File: src/rtl/button_event.sv
// ============================================================================
// Module   : button_event
// Purpose  : Turns a debounced, clock-synchronous button level into
//            single-cycle event pulses (press, release, long-press and,
//            optionally, auto-repeat). o_Step drives the single-step /
//            clock-enable logic of the CPU.
// Optional : `define BUTTON_AUTO_REPEAT_EN enables auto-repeat pulses while
//            the button is held past the long-press time.
// Ports    : i_Clk      system clock
//            i_Reset    synchronous active-high reset
//            i_Switch   debounced button level (already in i_Clk domain)
//            o_Press    1-cycle pulse on press
//            o_Release  1-cycle pulse on release after a reported press
//            o_Long     1-cycle pulse when the hold reaches c_LONG_PRESS
//            o_Held     level, high while in the HELD state
//            o_Repeat   1-cycle auto-repeat pulse (0 without the macro)
//            o_Step     o_Press OR o_Repeat
// Revision : 1.0  initial release
// ============================================================================
`default_nettype none

module button_event #(
  parameter bit          c_ACTIVE_LOW    = 1'b1,
  parameter int unsigned c_LONG_PRESS    = 12500000,
  parameter int unsigned c_REPEAT_PERIOD = 2500000
) (
  input  logic i_Clk,
  input  logic i_Reset,
  input  logic i_Switch,
  output logic o_Press,
  output logic o_Release,
  output logic o_Long,
  output logic o_Held,
  output logic o_Repeat,
  output logic o_Step
);

  localparam int unsigned c_CNT_W     = 27;
  localparam logic [c_CNT_W-1:0] c_LONG_LIM = c_CNT_W'(c_LONG_PRESS - 1);

  typedef enum logic [1:0] {
    IDLE     = 2'd0,
    PRESSED  = 2'd1,
    HELD     = 2'd2,
    WAIT_REL = 2'd3
  } state_t;

  state_t               state_q, state_d;
  logic [c_CNT_W-1:0]   count_q, count_d;
  logic                 press_q, press_d;
  logic                 release_q, release_d;
  logic                 long_q, long_d;
  logic                 held_q, held_d;
  logic                 repeat_q, repeat_d;
  logic                 step_q, step_d;

  // Button asserted, independent of the board's polarity.
  logic w_pressed;
  assign w_pressed = i_Switch ^ c_ACTIVE_LOW;

`ifdef BUTTON_AUTO_REPEAT_EN
  localparam logic [c_CNT_W-1:0] c_REPEAT_LIM = c_CNT_W'(c_REPEAT_PERIOD - 1);
`else
  // Repeat period is meaningless in this build; consume it so it is not
  // reported as dangling.
  logic w_unused_repeat;
  assign w_unused_repeat = ^c_REPEAT_PERIOD;
`endif

  // --------------------------------------------------------------------------
  // Next-state and next-output logic
  // --------------------------------------------------------------------------
  always_comb begin
    state_d   = state_q;
    count_d   = count_q;
    press_d   = 1'b0;
    release_d = 1'b0;
    long_d    = 1'b0;
    repeat_d  = 1'b0;

    unique case (state_q)
      // A button held through reset must be let go before it can count.
      WAIT_REL: begin
        if (!w_pressed) begin
          state_d = IDLE;
        end
      end

      IDLE: begin
        if (w_pressed) begin
          state_d = PRESSED;
          count_d = '0;
          press_d = 1'b1;
        end
      end

      // Release is checked before the limit so that a release landing on
      // the terminal count wins over the long-press event.
      PRESSED: begin
        if (!w_pressed) begin
          state_d   = IDLE;
          count_d   = '0;
          release_d = 1'b1;
        end else if (count_q == c_LONG_LIM) begin
          state_d = HELD;
          count_d = '0;
          long_d  = 1'b1;
        end else begin
          count_d = count_q + 1'b1;
        end
      end

      HELD: begin
        if (!w_pressed) begin
          state_d   = IDLE;
          count_d   = '0;
          release_d = 1'b1;
        end else begin
`ifdef BUTTON_AUTO_REPEAT_EN
          if (count_q == c_REPEAT_LIM) begin
            count_d  = '0;
            repeat_d = 1'b1;
          end else begin
            count_d = count_q + 1'b1;
          end
`else
          count_d = '0;
`endif
        end
      end

      default: begin
        state_d = WAIT_REL;
        count_d = '0;
      end
    endcase
  end

  // Outputs are registered, so derive them from the next state / next pulses.
  assign held_d = (state_d == HELD);
  assign step_d = press_d | repeat_d;

  // --------------------------------------------------------------------------
  // State and output registers
  // --------------------------------------------------------------------------
  always_ff @(posedge i_Clk) begin
    if (i_Reset) begin
      state_q   <= WAIT_REL;
      count_q   <= '0;
      press_q   <= 1'b0;
      release_q <= 1'b0;
      long_q    <= 1'b0;
      held_q    <= 1'b0;
      repeat_q  <= 1'b0;
      step_q    <= 1'b0;
    end else begin
      state_q   <= state_d;
      count_q   <= count_d;
      press_q   <= press_d;
      release_q <= release_d;
      long_q    <= long_d;
      held_q    <= held_d;
      repeat_q  <= repeat_d;
      step_q    <= step_d;
    end
  end

  assign o_Press   = press_q;
  assign o_Release = release_q;
  assign o_Long    = long_q;
  assign o_Held    = held_q;
  assign o_Repeat  = repeat_q;
  assign o_Step    = step_q;

endmodule

`default_nettype wire
File: config.mk
export PLATFORM = sky130hd
export DESIGN_NAME = button_event
export DESIGN_NICKNAME = d
export VERILOG_FILES = /design/src/rtl/button_event.sv
export SDC_FILE = /design/constraint.sdc
export NUM_CORES = 1
export LEC_CHECK = 0
export ABC_CLOCK_PERIOD_IN_PS = 2000
export CORE_UTILIZATION = 58
export CTS_BUF_LIST = sky130_fd_sc_hd__clkbuf_8
export DETAILED_ROUTE_END_ITERATION = 10
export MAX_ROUTING_LAYER = met4
export PLACE_DENSITY = 0.89
export SLEW_MARGIN = 10
export SYNTH_ARGS = -nofsm -noshare
export SYNTH_HDL_FRONTEND = slang
export SYNTH_SLANG_ARGS = --single-unit
File: constraint.sdc
create_clock -name i_Clk -period 2 [get_ports i_Clk]
set_input_delay 0.6 -clock i_Clk [delete_from_list [all_inputs] [get_ports i_Clk]]
set_output_delay 0.6 -clock i_Clk [all_outputs]
set_load 0.01 [all_outputs]
==> run_results.csv, run 1 <==
group,metric,value,unit
layout,area_growth,14.65,%
worst_setup_path,cp_cell_sequence,"clkdlybuf4s50_1 -> a21oi_4 -> nand4_2 -> buf_4 -> nor3_1 -> xnor2_1 -> nor2_1",
logic_synthesis,syn_area,0.001768,mm^2
floorplan,core_area,0.002829,mm^2
sta,fin_worst_skew,0.003955,ns
logic_synthesis,ys_seq_elements,33,
logic_synthesis,synth_nets,209,
power_and_ir_drop,switchingPower,0.3615,mW
place,pre_cts_ws,-0.1266,ns
global_routing,grt_pass1_wl,6.299,mm
floorplan,initial_core_util,62.49,%
clock_network,cts_buffers,5,
global_routing,antenna_found_initial,0,
floorplan,rows,19,
power_and_ir_drop,peakVddDrop,0.4254,mV
sta,finalHoldViolCount,0,
clock_network,ctsHoldBuffers,0,
place,port_buffers,7,
layout,layout_common_cells,"35 x nor2_1, 33 x dfxtp_1, 20 x xnor2_1, 17 x nand2_1, 11 x buf_4",
power_and_ir_drop,pwr-share-clk,35.2,%
drt,initialDrtViolationCount,78,
sta,setup_viol,0,
layout,num-fill-cells,200,
logic_synthesis,yosysSeqAreaShare,37.37,%
layout,layout-drive-gt1-share,15.53,%
global_routing,grt_overflow_total,0,
sta,fin_ws,0.08413,ns
worst_setup_path,crit_type,"primary input to register",
clock_network,h-tree-depth,2,
worst_setup_path,endpoint_kind,"register",
clock_network,cts_root_buf,"clkbuf_8",
logic_synthesis,ys_warn_count,0,
power_and_ir_drop,combPwrFrac,16.2,%
clock_network,clock_path_buffers,2,
drt,wirelength,3.612,mm
floorplan,dieWidth,57.21,um
logic_synthesis,synth_cells,199,
worst_setup_path,cp-start-kind,"primary input",
floorplan,io_pins,9,
clock_network,clk_latency,0.29,ns
logic_synthesis,yosysUniqueCellTypes,41,
drt,antenna_left,0,
run_status,outcome,"complete, but fails checks",
drt,drt_first_pass_iters,8,
power_and_ir_drop,powerDensity,696.5,mW/mm^2
power_and_ir_drop,internal_power,1.050,mW
drt,vias,1471,
clock_network,clk_pin_slew_worst_paths,0.06,ns
sta,fmax,522.0,MHz
power_and_ir_drop,design_power_total,1.412,mW
worst_setup_path,crit_fanout,5,
place,globalplace.congestion,0.8668,
worst_setup_path,max_stage_delay,0.46,ns
layout,final_nets,229,
clock_network,cts_setup_buffers,0,
drt,viasPerCell,5.884,
global_routing,grt_pass1_vias,1405,
logic_synthesis,postSynthAreaPerCell,8.884,um^2
logic_synthesis,ys.flop_type,"dfxtp_1",
sta,rsz0062_at_grt,"no",
sta,fin_crit_sh,95.79,%
layout,stdcell_count,250,
floorplan,die_area,0.003273,mm^2
power_and_ir_drop,sw_frac_of_total,25.61,%
clock_network,cts_tree,"yes",
logic_synthesis,async_reset_ff_share,0,%
place,dpl.hpwl,2.517,mm
run,max-cap-violations,0,
drt,route.detailed.drc,3,
sta,fin_crit,1.916,ns
worst_setup_path,slowest_stage,"clkdlybuf4s50_1",
clock_network,cts_sinks,33,
layout,finish.utilization,71.65,%
floorplan,die_h,57.21,um
global_routing,grt_max_degree,15,
run_status,violations,"DRC",
worst_setup_path,required,2.18,ns
layout,final_common_cell,"nor2_1",
drt,wl_per_cell,14.45,um
min_path,hp-class,"register to register",
place,dp_cells,243,
global_routing,grt_use_total,26.39,%
power_and_ir_drop,p_leak,0.7062,nW
worst_setup_path,arrival,2.09,ns
layout,n_antenna_cell,0,
power_and_ir_drop,p_seq_share,48.6,%
clock_network,cts_resized,0,
logic_synthesis,synth_edf_count,0,
sta,maxSlewViolCount,0,
==> layout make-up <==
| class | count | area, um^2 | share of cell area [%] |
|---|---|---|---|
| Clock inverter | 1 | 3.754 | 0.1852 |
| Timing Repair Buffer | 20 | 192.7 | 9.506 |
| Multi-Input combinational cell | 152 | 1022 | 50.43 |
| Tap cell | 31 | 38.79 | 1.914 |
| Clock buffer | 6 | 82.58 | 4.074 |
| Sequential cell | 33 | 660.6 | 32.59 |
| Inverter | 7 | 26.28 | 1.296 |
==> metal layers <==
layer | vias to the layer above | GRT usage [%] | part of all wire [%]
met3 | 10 | 8.617 | 4.4
met2 | 44 | 41.34 | 48
met1 | 705 | 31.99 | 45
li1 | 712 | - | -
met5 | - | - | 0
met4 | 0 | 9.059 | 2.2
==> kinds of logic (layout without fill, tap and decap cells) <==
| group | after synthesis | in the layout | synth area share [%] |
|---|---|---|---|
| other cells | 1 | 1 | 0.2121 |
| compound gates | 12 | 12 | 5.803 |
| xor+xnor | 25 | 25 | 12.38 |
| buf+inv | 14 | 34 | 5.166 |
| flops | 33 | 33 | 37.37 |
| fa+ha+maj | 8 | 8 | 5.520 |
| simple gates | 106 | 106 | 33.55 |
==> through the flow <==
stage | setup TNS, ns | area, um^2 | hold WS, ns
after floorplan | 0 | 1768 | 0.4775
after global placement | -1.672 | 1934 | 0.4950
after detailed placement | -2.158 | 1934 | 0.5048
after CTS | 0 | 2021 | 0.5155
after global routing | 0 | 2027 | 0.5667
final | 0 | 2027 | 0.5177
==> worst max-delay path, delay by kind of cell <==
kind,cells,cell delay (ns)
AOI/OAI and AO/OA,1,0.15
xor gates and xnor gates,1,0.20
buffers and inverters,2,0.67
and+or+nand+nor,3,0.47
==> final timing paths <==
kind              startpoint           to  slack, ns  cells after the start
setup / recovery    i_Switch   count_q[9]       0.08                      7
hold / removal    count_q[1]   count_q[1]       0.52                      2
setup reg to reg  count_q[0]  count_q[26]       0.11                      6
hold reg to reg   count_q[1]   count_q[1]       0.52                      2
==> sequential cells by signal, summed over array words and instances, names as in the netlist <==
signal and flops:
count_q 27, o_Held 1, o_Long 1, o_Release 1, o_Step 1, state_q 2
==> cell usage after synthesis (all sizes together), types with 6 or more instances <==
library cell,number,share of area (%)
nor3,12,3.7
and4,6,3.1
ha,7,5.0
nor2,35,7.4
inv,7,1.5
nor4,7,4.4
buf,7,3.7
nand4,6,2.5
nand2,18,4.2
xnor2,20,9.9
dfxtp,33,37
nand3,10,3.5
==> power by group through the flow <==
stage,clock [mW],combinational [mW],sequential [mW]
CTS,0.502,0.227,0.686
detailed placement,0,0.223,0.701
global placement,0,0.219,0.700
global route,0.532,0.254,0.687
finish,0.496,0.229,0.687
floorplan,0,0.135,0.703
Power figures use the tool's default switching activity.
==> run 2, diff against run 1 <==
CORE_UTILIZATION = 55   (was 58)
PLACE_DENSITY = 0.86   (was 0.89)
==> run 2 against run 1 <==
The flow now finishes without violations. Hold slack better by 0.0058 ns. Clock skew up 0.0040 ns. Sequential share of layout area is 0.28 points higher. Sequential cell count did not move. Highest routed layer unchanged.
==> run_results.csv, run 2 (synthesis results as in run 1) <==
group,metric,value,unit
clock_network,cts_setup_buffers,0,
drt,viasPerCell,5.330,
layout,largest_reg_flops,27,
power_and_ir_drop,p_leak,0.6909,nW
sta,finalHoldViolCount,0,
drt,wl_per_cell,13.03,um
power_and_ir_drop,internal_power,1.040,mW
global_routing,grt_max_degree,22,
run,max-cap-violations,0,
power_and_ir_drop,powerDensity,695.9,mW/mm^2
drt,vias,1391,
global_routing,grt_pass1_vias,1304,
layout,final_nets,227,
place,globalplace.congestion,0.8711,
place,dp_cells,254,
place,place_area,0.001923,mm^2
drt,initialDrtViolationCount,81,
global_routing,grt_pass1_wl,5.816,mm
sta,fin_worst_skew,0.007920,ns
power_and_ir_drop,combPwrFrac,15.5,%
layout,largest-register,"count_q",
sta,fin_tns_setup,0,ns
clock_network,clk_pin_slew_worst_paths,0.07,ns
floorplan,die_area,0.003445,mm^2
layout,finish.utilization,65.82,%
power_and_ir_drop,p_seq_share,49.1,%
drt,drt_first_pass_iters,4,
clock_network,h-tree-depth,2,
worst_setup_path,endpoint_kind,"register",
clock_network,ctsHoldBuffers,0,
clock_network,cts_sinks,33,
global_routing,antenna_found_initial,0,
place,port_buffers,7,
run_status,outcome,"finished, final reports clean",
layout,top_regs,"count_q x27, state_q x2",
sta,hold_slack,0.5234,ns
sta,fmax,525.9,MHz
layout,fin_area,0.002009,mm^2
sta,setup_viol,0,
global_routing,grt_use_total,23.36,%
clock_network,cts_resized,0,
sta,fin_crit,1.902,ns
sta,fin_crit_sh,95.08,%
power_and_ir_drop,switchingPower,0.3587,mW
clock_network,cts_tree,"yes",
global_routing,grt_overflow_total,0,
floorplan,dieWidth,58.70,um
clock_network,clk_latency,0.29,ns
floorplan,die_h,58.70,um
sta,rsz0062_at_grt,"no",
clock_network,cts_root_buf,"clkbuf_8",
worst_setup_path,crit_type,"register to register",
floorplan,io_pins,9,
power_and_ir_drop,design_power_total,1.398,mW
drt,wirelength,3.402,mm
floorplan,rows,20,
layout,area_growth,13.66,%
worst_setup_path,arrival,2.08,ns
min_path,hp-class,"register to register",
worst_setup_path,crit_fanout,5,
floorplan,core_area,0.003053,mm^2
layout,stdcell_count,261,
sta,maxSlewViolCount,0,
power_and_ir_drop,peakVddDrop,0.5300,mV
drt,antenna_left,0,
layout,final_common_cell,"nor2_1",
layout,layout_common_cells,"35 x nor2_1, 33 x dfxtp_1, 20 x xnor2_1, 17 x nand2_1, 11 x nor3_1",
drt,route.detailed.drc,0,
sta,fin_ws,0.09836,ns
floorplan,initial_core_util,57.91,%
layout,layout-drive-gt1-share,13.82,%
worst_setup_path,cp-start-kind,"register",
place,pre_cts_ws,-0.1424,ns
clock_network,cts_buffers,5,
power_and_ir_drop,sw_frac_of_total,25.65,%
power_and_ir_drop,pwr-share-clk,35.4,%
worst_setup_path,required,2.17,ns
clock_network,clock_path_buffers,2,
layout,n_antenna_cell,0,
place,dpl.hpwl,2.448,mm
run 2: cell count changes in the layout (fill, tap and decap cells not counted):
cell and delta:
nor3_2 -1, nor3_1 +1, buf_4 -1, buf_12 -1, and4_1 +1, and4_2 -1
run 2: cell type report:
class,count,area (um^2)
flip-flops and latches,33,660.6
clock inverters,1,3.754
multi-input cells,152,1016
inverters,7,26.28
well taps,44,55.05
fillers,257,1044
clock buffers,6,82.58
repair buffers,18,165.2
run 2: final timing paths:
check / endpoint / startpoint / slack (ns) / cells past startpoint
max: count_q[23] / state_q[1] / 0.1 / 7
min: count_q[13] / count_q[13] / 0.52 / 2
max reg2reg: count_q[23] / state_q[1] / 0.1 / 7
min reg2reg: count_q[13] / count_q[13] / 0.52 / 2
run 2: metal layers:
metal	vias to the layer above	wire length [um]	GRT usage, %
met2	28	1607	37.60
met1	648	1605	28.45
met5	-	0	-
met3	6	144	5.934
met4	0	44	8.163
li1	709	-	-
run 2: worst max-delay path, cell delays in order, from the launching register on:
cell,delay (ns)
dfxtp_1,0.40
inv_1,0.13
ha_1,0.26
a21oi_4,0.20
nand4_2,0.15
nor4_1,0.39
xnor2_1,0.19
nor2_1,0.06
run 2: power by group through the flow:
| stage | clock network (mW) | registers (mW) | logic [mW] |
|---|---|---|---|
| 6_report | 0.495 | 0.686 | 0.217 |
| 5_1_grt | 0.535 | 0.688 | 0.240 |
| 4_1_cts | 0.503 | 0.686 | 0.216 |
| 3_5_place_dp | 0 | 0.700 | 0.214 |
| 3_3_place_gp | 0 | 0.700 | 0.209 |
| 2_1_floorplan | 0 | 0.703 | 0.135 |
==> run 3, diff against run 2 <==
CORE_MARGIN = 2   (was default)
==> run 3 against run 2 <==
Total power up 5.0%. Via count up 1.4%. First-iteration DRC count down 52%. Combinational power up 5%. Critical path type unchanged. Critical endpoint is now o_Held. Highest routed layer unchanged.
==> run_results.csv, run 3 (synthesis results as in run 1) <==
group,metric,value,unit
run_status,outcome,"finished, final reports clean",
global_routing,grt_use_total,24.77,%
layout,n_antenna_cell,0,
layout,layout_common_cells,"35 x nor2_1, 33 x dfxtp_1, 20 x xnor2_1, 17 x nand2_1, 11 x nor3_1",
run,max-cap-violations,0,
layout,stdcell_count,262,
worst_setup_path,endpoint_kind,"register",
place,pre_cts_ws,-0.1484,ns
place,globalplace.congestion,0.8974,
sta,fin_crit_sh,92.20,%
layout,fin_area,0.002037,mm^2
power_and_ir_drop,peakVddDrop,0.4801,mV
clock_network,cts_resized,0,
drt,antenna_left,0,
power_and_ir_drop,design_power_total,1.468,mW
clock_network,cts_setup_buffers,0,
power_and_ir_drop,combPwrFrac,15.5,%
floorplan,die_area,0.003684,mm^2
floorplan,die_h,60.70,um
layout,final_common_cell,"nor2_1",
sta,fin_worst_skew,0.003206,ns
layout,finish.utilization,66.72,%
power_and_ir_drop,switchingPower,0.3783,mW
clock_network,ctsHoldBuffers,0,
sta,fin_ws,0.1559,ns
global_routing,grt_pass1_vias,1421,
drt,drt_first_pass_iters,4,
sta,fmax,542.3,MHz
power_and_ir_drop,powerDensity,720.6,mW/mm^2
worst_setup_path,required,2.23,ns
drt,vias,1410,
drt,viasPerCell,5.382,
drt,wl_met1,1.714,mm
worst_setup_path,crit_type,"register to register",
place,place_area,0.001936,mm^2
layout,top_regs,"count_q x27, state_q x2",
floorplan,initial_core_util,57.91,%
sta,maxSlewViolCount,0,
layout,largest_reg_flops,27,
drt,route.detailed.drc,0,
clock_network,cts_tree,"yes",
place,dp_cells,254,
floorplan,rows,20,
drt,wl_per_cell,13.61,um
drt,route.met3.wl,122,um
clock_network,clock_path_buffers,2,
sta,finalHoldViolCount,0,
layout,area_growth,15.22,%
global_routing,grt_pass1_wl,6.479,mm
global_routing,grt_overflow_total,0,
drt,wirelength,3.566,mm
clock_network,clk_latency,0.28,ns
worst_setup_path,cp-start-kind,"register",
floorplan,dieWidth,60.70,um
worst_setup_path,crit_fanout,6,
layout,layout-drive-gt1-share,14.68,%
place,port_buffers,7,
place,dpl.hpwl,2.550,mm
layout,final_nets,227,
drt,dr.max_layer_used,"met4",
min_path,hp-class,"register to register",
floorplan,io_pins,9,
power_and_ir_drop,p_leak,0.7022,nW
sta,fin_crit,1.844,ns
clock_network,h-tree-depth,2,
global_routing,antenna_found_initial,0,
sta,rsz0062_at_grt,"no",
power_and_ir_drop,p_seq_share,46.7,%
clock_network,cts_root_buf,"clkbuf_8",
clock_network,cts_buffers,5,
power_and_ir_drop,internal_power,1.090,mW
drt,initialDrtViolationCount,39,
clock_network,cts_sinks,33,
layout,largest-register,"count_q",
power_and_ir_drop,sw_frac_of_total,25.77,%
global_routing,grt_max_degree,15,
drt,met2RoutedLength,1.634,mm
power_and_ir_drop,pwr-share-clk,37.8,%
worst_setup_path,arrival,2.08,ns
clock_network,clk_pin_slew_worst_paths,0.07,ns
floorplan,core_area,0.003053,mm^2
sta,setup_viol,0,
==> run 3: cell types whose count changed in the layout (fill, tap and decap cells not counted) <==
cell,delta
buf_4,-1
inv_1,-1
clkinv_2,+1
buf_12,+1
clkbuf_8,+1
==> run 3: routing by layer <==
layer	GRT usage [%]	up-vias
li1	-	713
met1	30.34	657
met2	37.94	29
met3	7.036	11
met4	10.87	0
met5	-	-
==> run 3: final cells by class <==
class,count,area (um^2)
repair buffers,18,177.7
fillers,259,1016
clock inverters,1,5.005
inverters,7,26.28
flip-flops and latches,33,660.6
clock buffers,7,96.34
multi-input cells,152,1016
well taps,44,55.05
==> run 3: final timing paths <==
| kind | start | to | slack [ns] | cells after the start |
|---|---|---|---|---|
| worst min register to register | count_q[1] | count_q[1] | 0.52 | 2 |
| worst max register to register | count_q[0] | o_Held | 0.16 | 6 |
| worst max-delay path | count_q[0] | o_Held | 0.16 | 6 |
| worst min-delay path | count_q[1] | count_q[1] | 0.52 | 2 |
==> run 3: per-stage QoR <==
stage / hold slack (ns) / TNS (ns)
3_5_place_dp: 0.5115 / -2.991
2_1_floorplan: 0.4775 / 0
3_3_place_gp: 0.4972 / -1.870
6_report: 0.5232 / 0
4_1_cts: 0.5215 / 0
5_1_grt: 0.5657 / 0
==> run 3: worst max-delay path, cell delays in order (launching register included) <==
cell and delay, ns:
dfxtp_1 0.41, ha_1 0.23, and4_1 0.30, and4_1 0.25, nand2_1 0.16, nor3_1 0.27, o21a_1 0.17
==> run 3: power by group through the flow <==
stage                     clock network, mW  logic [mW]  registers (mW)
after floorplan                           0       0.135           0.703
after detailed placement                  0       0.224           0.701
after CTS                             0.570       0.225           0.686
after global routing                  0.600       0.248           0.688
final                                 0.555       0.227           0.686
after global placement                    0       0.220           0.699
